--- config.mk ---
export PLATFORM = sky130hd
export DESIGN_NAME = force_release_monitor
export DESIGN_NICKNAME = d
export VERILOG_FILES = /design/src/rtl/force_release_pkg.sv /design/src/rtl/frm_delay_line.sv /design/src/rtl/force_release_monitor.sv
export SDC_FILE = /design/constraint.sdc
export NUM_CORES = 1
export LEC_CHECK = 0
export ABC_AREA = 1
export CORE_UTILIZATION = 45
export CTS_CLUSTER_SIZE = 14
export DETAILED_ROUTE_END_ITERATION = 10
export GPL_ROUTABILITY_DRIVEN = 0
export GPL_TIMING_DRIVEN = 0
export HOLD_SLACK_MARGIN = 0.06
export PLACE_DENSITY = 0.78
export SLEW_MARGIN = 20
export SYNTH_ARGS = -nofsm -noshare
export SYNTH_HDL_FRONTEND = slang
export SYNTH_HIERARCHICAL = 1
export SYNTH_SLANG_ARGS = --single-unit
--- constraint.sdc ---
create_clock -name i_clk -period 2.2 [get_ports i_clk]
set_clock_uncertainty 0.2 [all_clocks]
set_input_delay 0.33 -clock i_clk [delete_from_list [all_inputs] [get_ports i_clk]]
set_output_delay 0.33 -clock i_clk [all_outputs]
set_load 0.1 [all_outputs]
--- src/rtl/force_release_pkg.sv ---
// force_release_pkg
// Shared types and helpers for the force/release observer:
//   frm_state_t    observer state encoding
//   ERR_*          bit positions inside the sticky error vector
//   LAT_MAX        deepest supported compare latency
//   sat_inc()      saturating increment used by all event counters
package force_release_pkg;

   typedef enum logic [1:0] {
      IDLE   = 2'd0,
      FORCED = 2'd1,
      HOLD   = 2'd2
   } frm_state_t;

   localparam int ERR_MISMATCH = 0;
   localparam int ERR_REL_IDLE = 1;
   localparam int ERR_SIMUL    = 2;

   localparam int LAT_MAX = 4;

   // Counters are at most 32 bits wide; callers widen/narrow with casts.
   function automatic logic [31:0] sat_inc(input logic [31:0] val,
                                           input logic [31:0] max_val);
      return (val >= max_val) ? val : val + 32'd1;
   endfunction

endpackage

--- src/rtl/frm_delay_line.sv ---
// frm_delay_line
// W-bit, LAT-deep shift register that aligns the expected net value with
// the observed net. valid rises LAT cycles after reset release, so no
// comparison ever sees the flushed reset contents. LAT=0 is a pass-through.
// Ports:
//   clk_sys   clock
//   rst_b     async active-low reset
//   d         expected value for the current cycle
//   q         expected value delayed by LAT cycles
//   valid     high once q carries post-reset data
module frm_delay_line
   import force_release_pkg::*;
#(
   parameter int W   = 1,
   parameter int LAT = 1
) (
   input  logic         clk_sys,
   input  logic         rst_b,
   input  logic [W-1:0] d,
   output logic [W-1:0] q,
   output logic         valid
);

   localparam int TW = $clog2(LAT_MAX + 1);

   generate
      if (LAT == 0) begin : g_thru
         assign q     = d;
         assign valid = 1'b1;
      end else begin : g_pipe
         logic [W-1:0]  pipe_q [LAT];
         logic [TW-1:0] wait_q;

         always_ff @(posedge clk_sys or negedge rst_b) begin
            if (!rst_b) begin
               for (int i = 0; i < LAT; i++) pipe_q[i] <= '0;
               wait_q <= TW'(LAT);
            end else begin
               pipe_q[0] <= d;
               for (int i = 1; i < LAT; i++) pipe_q[i] <= pipe_q[i-1];
               if (wait_q != '0) wait_q <= wait_q - 1'b1;
            end
         end

         assign q     = pipe_q[LAT-1];
         assign valid = (wait_q == '0);
      end
   endgenerate

endmodule

--- src/rtl/force_release_monitor.sv ---
// force_release_monitor
// Checking end of the force/release protocol: tracks force state, builds
// the expected net value, compares it against the observed net after LAT
// cycles, counts events and raises sticky errors.
// Ports:
//   i_clk, i_rst_n        clock, async active-low reset
//   i_force, i_release    one-cycle event strobes
//   i_force_value         value applied while forced (sampled with i_force)
//   i_drv, i_net          unforced driver value, observed net value
//   i_clr                 synchronous clear of counters and error flags
//   o_forced              state is FORCED
//   o_force_cnt/o_release_cnt/o_err_cnt  saturating counters
//   o_err                 sticky flags {simul, release-not-forced, mismatch}
//
// state  | meaning
// IDLE   | net follows i_drv
// FORCED | net carries the latched force value
// HOLD   | released, net keeps force value until i_drv moves off drv_ref
module force_release_monitor
   import force_release_pkg::*;
#(
   parameter int W               = 1,
   parameter int LAT             = 1,
   parameter int HOLD_ON_RELEASE = 0,
   parameter int CW              = 8
) (
   input  logic          i_clk,
   input  logic          i_rst_n,
   input  logic          i_force,
   input  logic          i_release,
   input  logic [W-1:0]  i_force_value,
   input  logic [W-1:0]  i_drv,
   input  logic [W-1:0]  i_net,
   input  logic          i_clr,
   output logic          o_forced,
   output logic [CW-1:0] o_force_cnt,
   output logic [CW-1:0] o_release_cnt,
   output logic [CW-1:0] o_err_cnt,
   output logic [2:0]    o_err
);

   localparam logic [CW-1:0] CNT_MAX = '1;

   frm_state_t   state_q, state_nx;
   logic [W-1:0] fval_q, fval_nx;
   logic [W-1:0] drv_ref_q, drv_ref_nx;
   logic [W-1:0] exp_val, exp_dly;
   logic         cmp_vld, mismatch;
   logic         ev_release, ev_rel_idle, ev_simul;
   logic [CW-1:0] force_cnt_q, release_cnt_q, err_cnt_q;
   logic [2:0]    err_q;

   assign ev_simul = i_force & i_release;

   // Force always wins, including over a release in the same cycle.
   always_comb begin
      state_nx    = state_q;
      fval_nx     = fval_q;
      drv_ref_nx  = drv_ref_q;
      ev_release  = 1'b0;
      ev_rel_idle = 1'b0;
      if (i_force) begin
         state_nx = FORCED;
         fval_nx  = i_force_value;
      end else begin
         case (state_q)
            FORCED: begin
               if (i_release) begin
                  ev_release = 1'b1;
                  if (HOLD_ON_RELEASE != 0) begin
                     state_nx   = HOLD;
                     drv_ref_nx = i_drv;
                  end else begin
                     state_nx = IDLE;
                  end
               end
            end
            HOLD: begin
               ev_rel_idle = i_release;
               if (i_drv != drv_ref_q) state_nx = IDLE;
            end
            default: ev_rel_idle = i_release;
         endcase
      end
      // Expected value follows next-state so a strobe takes effect in its own cycle.
      exp_val = (state_nx == IDLE) ? i_drv : fval_nx;
   end

   always_ff @(posedge i_clk or negedge i_rst_n) begin
      if (!i_rst_n) begin
         state_q   <= IDLE;
         fval_q    <= '0;
         drv_ref_q <= '0;
      end else begin
         state_q   <= state_nx;
         fval_q    <= fval_nx;
         drv_ref_q <= drv_ref_nx;
      end
   end

   frm_delay_line #(.W(W), .LAT(LAT)) u_dly (
      .clk_sys (i_clk),
      .rst_b   (i_rst_n),
      .d       (exp_val),
      .q       (exp_dly),
      .valid   (cmp_vld)
   );

   assign mismatch = cmp_vld & (i_net != exp_dly);

   always_ff @(posedge i_clk or negedge i_rst_n) begin
      if (!i_rst_n) begin
         force_cnt_q   <= '0;
         release_cnt_q <= '0;
         err_cnt_q     <= '0;
         err_q         <= '0;
      end else if (i_clr) begin
         force_cnt_q   <= '0;
         release_cnt_q <= '0;
         err_cnt_q     <= '0;
         err_q         <= '0;
      end else begin
         if (i_force)
            force_cnt_q <= CW'(sat_inc(32'(force_cnt_q), 32'(CNT_MAX)));
         if (ev_release)
            release_cnt_q <= CW'(sat_inc(32'(release_cnt_q), 32'(CNT_MAX)));
         if (mismatch) begin
            err_cnt_q           <= CW'(sat_inc(32'(err_cnt_q), 32'(CNT_MAX)));
            err_q[ERR_MISMATCH] <= 1'b1;
         end
         if (ev_rel_idle) err_q[ERR_REL_IDLE] <= 1'b1;
         if (ev_simul)    err_q[ERR_SIMUL]    <= 1'b1;
      end
   end

   assign o_forced      = (state_q == FORCED);
   assign o_force_cnt   = force_cnt_q;
   assign o_release_cnt = release_cnt_q;
   assign o_err_cnt     = err_cnt_q;
   assign o_err         = err_q;

endmodule
# Yosys cells after proc, flatten, opt, wreduce, memory -nomap -nowiden
# Index checks and enable logic that the tools add are counted.
# classes
order_cmp,3
n_mux,24
addsub,4
bitwise_logic,2
n_eq_ne,6
reduce_logical,11
# ops
cell,n
$mux W8,9
$add A8 B1 Y8 const B,3
$ge A8 B8 Y1 const B,3
$mux W1,10
$reduce_bool A2 Y1,5
$mux W2,3
$ne A2 B2 Y1 const B,3
$reduce_and A2 Y1,3
$pmux W2 S2,1
$logic_not A3 Y1,1
$mux W3,1
$reduce_bool A3 Y1,1
$sub A3 B1 Y3 const B,1
$and A1 B1 Y1,2
$eq A2 B1 Y1 const B,1
$eq A2 B2 Y1 const B,1
$logic_not A2 Y1,1
$ne A1 B1 Y1,1
# word_totals
in_bits,8
output_inout_bits,28
register_bits,34
word_cells,60

# Depth between registers and ports, before layout
# Gate-level depths: netlist (run 1).
# depth
depth_word,5
mapped_depth,10

# Cells and area by module
# The synthesis (run 1) kept the hierarchy.
# modules_own_cells
module,area_per_inst_um2,cells_per_inst,n_inst
force_release_monitor,1853.0,243,1
frm_delay_line,196.4,22,1

# Worst setup path after synthesis (run 1)
# Ideal clock, no wire load.
# synth_path
path_type,reg-to-reg
start,"reg release_cnt_q[1], in the netlist o_release_cnt[1]"
end,"reg release_cnt_q[5], in the netlist o_release_cnt[5]"
path_slack_ns,-0.003
period_less_slack_ns,2.203
setup_ns,0.074
stages_incl_launch_ff,9
n_path_buf,1
t_arrival_ns,1.929
cell_sequence,dfrtp_1 > ha_1 > nand2_1 > nor2_2 > nand3_2 > nand2_4 > buf_12 > nand2_2 > o21ai_2
# synth_between
elab_chain_cells,4
# synth_lines
item,line_no,text
"start, declared",force_release_monitor.sv:50,"logic [CW-1:0] force_cnt_q, release_cnt_q, err_cnt_q;"
"start signal, assigned",force_release_monitor.sv:126,"release_cnt_q <= CW'(sat_inc(32'(release_cnt_q), 32'(CNT_MAX)));"
$add A8 B1 Y8,force_release_pkg.sv:24,return (val >= max_val) ? val : val + 32'd1;
$mux W8,force_release_pkg.sv:24,
$mux W8,force_release_monitor.sv:125,if (ev_release)
$mux W8,force_release_monitor.sv:117,end else if (i_clr) begin
# Parallel ways exist; a longest one is shown, timed or not. The select of a mux whose other input is x is not followed.
# A chain may end at the register's enable or synchronous reset.

# Final worst setup path (run 1)
# layout_path
start,"reg force_cnt_q[2], in the netlist o_force_cnt[2]"
end,out o_force_cnt[2]
# layout_lines
item,line_no,text
"start, declared",force_release_monitor.sv:50,
"start signal, assigned",force_release_monitor.sv:124,"force_cnt_q <= CW'(sat_inc(32'(force_cnt_q), 32'(CNT_MAX)));"
"end, declared",force_release_monitor.sv:36,"output logic [CW-1:0] o_force_cnt,"
# No word-level cell between the ends.

==> results of run 1 <==
## what timing repair did
action	4_1_cts	5_1_grt
hold buffers	1	0
gates resized for setup	30	3
hold endpoints to repair	34	0
endpoints found under the setup margin	28	2
pin swaps	0	0
## through the flow
stage                     utilization (%)  std cells  area (µm²)  TNS, ns
after global placement              56.64        352        2466   -3.378
after CTS                           58.99        362        2569        0
after global routing                58.94        362        2566        0
final                               58.94        362        2566        0
after floorplan                         -        265        2051        0
after detailed placement            56.98        353        2481  -0.1158
## cell usage in the layout (no fill, tap or decap), drive strengths merged
master,Yosys,final
nand2,88,88
nand3,35,35
inv,34,34
dfrtp,33,33
nor2,28,28
dlygate4sd2,0,25
o21ai,16,16
clkbuf,0,9
ha,8,8
clkdlybuf4s50,0,6
buf,4,6
nand4,5,5
o21bai,5,5
a21oi,2,2
clkdlybuf4s15,0,2
xnor2,1,1
nor3b,1,1
xor2,1,1
mux2i,1,1
nor3,1,1
o21a,1,1
dlygate4sd3,0,1
dfstp,1,1
## layer usage
| layer | vias up | GRT usage [%] | routed length (µm) |
|---|---|---|---|
| met5 | - | 0 | 0 |
| met4 | 0 | 7.483 | 70 |
| met3 | 8 | 3.634 | 158 |
| met2 | 32 | 31.72 | 1962 |
| met1 | 836 | 23.26 | 1908 |
| li1 | 927 | - | - |
## area by class of cell
class / count / area [µm²] / share of cell area [%]
flip-flops and latches: 34 / 853.3 / 33.25
inverters: 34 / 127.6 / 4.973
multi-input cells: 193 / 1022 / 39.83
repair buffers: 37 / 340.3 / 13.26
well taps: 52 / 65.06 / 2.535
plain buffers: 4 / 47.55 / 1.853
clock buffers: 8 / 110.1 / 4.291
## where the power goes
group	internal [mW]	switching, mW
Clock	0.316	0.228
Sequential	0.654	0.0283
Combinational	0.0877	0.291
Total	1.06	0.547
## sequential cells by signal, indices dropped and copies added, names as in the netlist
register             count
fval_q                   1
o_err                    3
o_err_cnt                8
o_force_cnt              8
o_release_cnt            8
state_q                  2
u_dly/g_pipe.wait_q      3
u_dly/q                  1
## cells in the mapped netlist (all sizes together)
cell    number  share of area, %
mux2i        1              0.49
o21a         1              0.37
o21ai       16               5.4
buf          4               2.3
ha           8               4.9
xor2         1              0.43
dfstp        1               1.3
dfrtp       33                40
a21oi        2              0.49
xnor2        1              0.43
nor3         1              0.24
nand3       35               9.9
nor2        28               5.5
nand4        5               1.5
nor3b        1              0.37
nand2       88                18
o21bai       5               1.8
inv         34               6.2
## path summary, 6_finish.rpt
path                                   startpoint                     end  depth (start not counted)
max in group asynchronous                 i_rst_n  u_dly/g_pipe.wait_q[0]                          3
hold reg to reg                            fval_q                  fval_q                          2
setup reg to reg           u_dly/g_pipe.wait_q[0]            o_err_cnt[5]                          9
hold / removal                            i_rst_n          o_force_cnt[6]                          2
setup / recovery                   o_force_cnt[2]          o_force_cnt[2]                          1
min in group i_clk                         fval_q                  fval_q                          2
## cell families after synthesis
family                   count (synthesis)  share of synthesized area (%)
adder cells (fa/ha/maj)                  8                          4.884
flip-flops                              34                          41.58
multiplexers                             1                         0.4884
AO/OA/AOI/OAI                           24                          8.059
XOR/XNOR                                 2                         0.8549
buffers and inverters                   38                          8.547
AND/OR/NAND/NOR                        158                          35.59
==> impl_metrics.json, run 1 <==
{
  "status": "complete, no violations",
  "max_cap_violations": 0,
  "critPathBufInv": 1,
  "fp.dieH_um": 69.49,
  "rows": 24,
  "worstPathArrival_ns": 1.62,
  "drv_slew": 0,
  "ir_worst_vdd_mv": 0.4021,
  "grt_max_degree": 33,
  "firstDrtPassIters": 4,
  "slowest_delay_ns": 0.88,
  "worst_hold_slack_ns": 0.1684,
  "syn_area_um2": 2049,
  "hold_violations": 0,
  "io_pins": 36,
  "fmax_ghz": 0.4649,
  "post-route-min-period_ns": 2.151,
  "syn_nets": 281,
  "dp_worst_setup_slack_ns": -0.1158,
  "leakage_nw": 1.308,
  "num_vias": 1803,
  "core_um2": 4354,
  "path_max_fanout": 6,
  "ys_seq_elements": 34,
  "critPathLaunchType": "flip-flop",
  "drc": 0,
  "worstSkewPairLatency_ns": 0.29,
  "drt_iter0_drc": 117,
  "power_mw": 1.604,
  "cts_setup_buffers": 0,
  "crit_required_ns": 1.67,
  "worst_slew_pin_slew_ns": 0.9609,
  "cts_sinks": 34,
  "insertedDiodeCount": 0,
  "clockRootBuffer": "clkbuf_8",
  "seq_area_frac_synth_pct": 41.58,
  "cp_slowest_cell": "dlygate4sd2_1",
  "path_cells": "dlygate4sd2_1",
  "power_density_nw_per_um2": 625.1,
  "die_width_um": 69.49,
  "routed_wirelength_um": 4099,
  "timing.final.ws_setup_ns": 0.04886,
  "hold_path.class": "primary input to async pin",
  "hpwl_um": 3018,
  "yosysWarningCount": 6,
  "vias_per_cell": 4.981,
  "start_util_pct": 47.07,
  "dieArea_um2": 4828,
  "reg2reg_slack_ns": 0.34,
  "cts_buffers": 5,
  "synth_cell_types": 29,
  "drive_gt1_share_pct": 15.16,
  "ant_nets": 0,
  "cts_max_path_buffers": 2,
  "grt_pass1_wl_um": 7238,
  "post_drt_wl_per_cell_um": 11.32,
  "antenna_found_initial": 0,
  "io_buffers": 35,
  "area_delta_synth_final_pct": 25.21,
  "nFillCells": 399,
  "setup_viol": 0,
  "grt_pass1_vias": 1669,
  "rsz0062_at_grt": "no",
  "clkTransAtPathRegs_ns": 0.07,
  "cts_tree": "yes",
  "cpLargestDelayFamily": "buffers and inverters",
  "worstSetupPathType": "flip-flop to output port",
  "layout.nets": 325,
  "postSynthAreaPerCell_um2": 7.734,
  "period_share_pct": 97.78,
  "relSlewSlack_pct": 36.19,
  "overflow": 0,
  "endpoint_kind": "output port",
  "grtUsageTotal_pct": 18.67,
  "htreeDepth": 2,
  "syn-instance-count": 265
}
No activity file was read; power rests on OpenSTA's default activity.
==> run 2, diff against run 1 <==
--- a/config.mk
+++ b/config.mk
@@ -6,6 +6,7 @@
 export NUM_CORES = 1
 export LEC_CHECK = 0
 export ABC_AREA = 1
+export CORE_ASPECT_RATIO = 1.5
 export CORE_UTILIZATION = 45
 export CTS_CLUSTER_SIZE = 14
 export DETAILED_ROUTE_END_ITERATION = 10
==> run 2 against run 1 <==
Compared with the run above: the flow now finishes with violations (DRC); final cell count decreased by 1.7%; hold slack better by 0.12 ns; via count grew 2.0%; setup slack better by 0.0016 ns; maximum frequency about the same; largest power group unchanged; utilization increased by 0.30 points; largest cell class unchanged; die area up 0.12%.
==> impl_metrics.json, run 2 (synthesized netlist as in run 1, its figures left out) <==
{
  "drc": 2,
  "cp_slowest_cell": "dlygate4sd2_1",
  "grtUsageTotal_pct": 20.58,
  "cts_setup_buffers": 0,
  "relSlewSlack_pct": 34.28,
  "hold_path.class": "flip-flop to flip-flop",
  "hold_violations": 0,
  "worstSkewPairLatency_ns": 0.29,
  "path_max_fanout": 6,
  "rows": 29,
  "die_width_um": 57.10,
  "core_um2": 4282,
  "clockRootBuffer": "clkbuf_8",
  "routed_wirelength_um": 4312,
  "pwr-share-comb_pct": 25.3,
  "dieArea_um2": 4834,
  "io_pins": 36,
  "slowest_delay_ns": 0.89,
  "endpoint_kind": "output port",
  "ir_worst_vdd_mv": 0.3628,
  "io_buffers": 35,
  "power_mw": 1.506,
  "cts_buffers": 5,
  "leakage_nw": 1.293,
  "switching_share_pct": 35.70,
  "r2r_cells": 9,
  "critPathLaunchType": "flip-flop",
  "worstHoldEndpoint": "u_dly/g_pipe.wait_q[0]",
  "firstDrtPassIters": 7,
  "critPathBufInv": 1,
  "max_cap_violations": 0,
  "setup_viol": 0,
  "cpLargestDelayFamily": "buffers and inverters",
  "area_delta_synth_final_pct": 23.75,
  "power.switching_mw": 0.5375,
  "num_vias": 1839,
  "drive_gt1_share_pct": 14.19,
  "fmax_ghz": 0.4652,
  "status": "finished with violations",
  "cell_internal_pwr_mw": 0.9680,
  "worst_slew_pin_slew_ns": 0.9898,
  "drt_iter0_drc": 48,
  "p_seq_share_pct": 45.3,
  "r2r-end": "o_err_cnt[5]",
  "clockPowerShare_pct": 29.3,
  "crit_required_ns": 1.67,
  "start_util_pct": 47.87,
  "layout_commonest_cell": "nand2_1",
  "ant_nets": 0,
  "worstSetupPathType": "flip-flop to output port",
  "final_cell_mix": "nand2_1 (76), dfrtp_1 (32), nand3_1 (31)",
  "post-route-min-period_ns": 2.150,
  "grt_pass1_vias": 1822,
  "fp.dieH_um": 84.66,
  "hp-start": "u_dly/g_pipe.wait_q[0]",
  "antenna_found_initial": 0,
  "htreeDepth": 2,
  "post_drt_wl_per_cell_um": 12.11,
  "rsz0062_at_grt": "no",
  "reg2reg_slack_ns": 0.34,
  "path_cells": "dlygate4sd2_1",
  "worstPathArrival_ns": 1.62,
  "cts_max_path_buffers": 2,
  "worst_hold_slack_ns": 0.2860,
  "power_density_nw_per_um2": 593.6,
  "hold_depth": 2,
  "period_share_pct": 97.71,
  "insertedDiodeCount": 0,
  "cts_tree": "yes",
  "grt_max_degree": 19,
  "layout.nets": 325,
  "cts_sinks": 34,
  "failed_checks": "DRC",
  "overflow": 0,
  "hpwl_um": 3245,
  "drv_slew": 0,
  "vias_per_cell": 5.166,
  "clkTransAtPathRegs_ns": 0.06,
  "grt_pass1_wl_um": 7700,
  "r2r_start": "u_dly/g_pipe.wait_q[0]"
}
==> run 2: cell counts in the layout (fill, tap and decap cells not counted) <==
No cell type changed its count.
==> run 2: worst max-delay path by stage <==
| stage | startpoint | cells past startpoint | to |
|---|---|---|---|
| after detailed placement | state_q[1] | 3 | o_forced |
| after floorplan | o_force_cnt[0] | 8 | o_force_cnt[2] |
| final | o_force_cnt[2] | 1 | o_force_cnt[2] |
| after CTS | o_release_cnt[5] | 1 | o_release_cnt[5] |
| after global placement | i_rst_n | 1 | o_release_cnt[1] |
| after global routing | o_release_cnt[2] | 1 | o_release_cnt[2] |
==> run 2: cell type report <==
| type | instances | area (µm²) |
|---|---|---|
| fillers | 416 | 1745 |
| plain buffers | 4 | 47.55 |
| repair buffers | 37 | 347.8 |
| clock buffers | 8 | 80.08 |
| well taps | 46 | 57.56 |
| flip-flops and latches | 34 | 853.3 |
| multi-input cells | 193 | 1022 |
| inverters | 34 | 127.6 |
==> run 2: stage by stage <==
stage / cell area (µm²) / instances / setup slack [ns] / utilization (%) / setup TNS, ns
floorplan: 2051 / 265 / 0.001913 / - / 0
global placement: 2459 / 346 / -0.2710 / 57.42 / -5.017
detailed placement: 2481 / 347 / -0.1223 / 57.95 / -0.1223
CTS: 2539 / 356 / 0.007249 / 59.29 / 0
global route: 2536 / 356 / 0.002423 / 59.23 / 0
finish: 2536 / 356 / 0.05044 / 59.23 / 0
==> run 2: worst reg2reg max path: stages, from the launching register on <==
cell     delay [ns]
dfstp_2        0.53
inv_1          0.06
ha_1           0.23
nand2_2        0.12
inv_1          0.05
nand2_1        0.06
nor2_1         0.08
o21ai_4        0.29
nand2_1        0.11
o21ai_2        0.07
==> run 2: power groups by stage <==
| stage | clock, mW | sequential, mW | combinational (mW) |
|---|---|---|---|
| 3_3_place_gp | 0 | 0.694 | 0.390 |
| 4_1_cts | 0.459 | 0.682 | 0.385 |
| 2_1_floorplan | 0 | 0.855 | 0.126 |
| 3_5_place_dp | 0 | 0.695 | 0.399 |
| 5_1_grt | 0.484 | 0.687 | 0.411 |
| 6_report | 0.442 | 0.683 | 0.381 |
==> run 2: what timing repair did <==
item,CTS,global route
hold endpoints to repair,16,0
setup endpoints to repair,28,2
hold buffers,1,0
gates resized for setup,30,3
==> run 2: layer usage <==
layer  routed length [µm]  global-route usage [%]  vias to the layer above
li1                     -                       -                      932
met2                 2263                   35.61                       35
met4                   91                   10.42                        0
met1                 1820                   23.61                      862
met5                    0                       0                        -
met3                  135                   4.160                       10
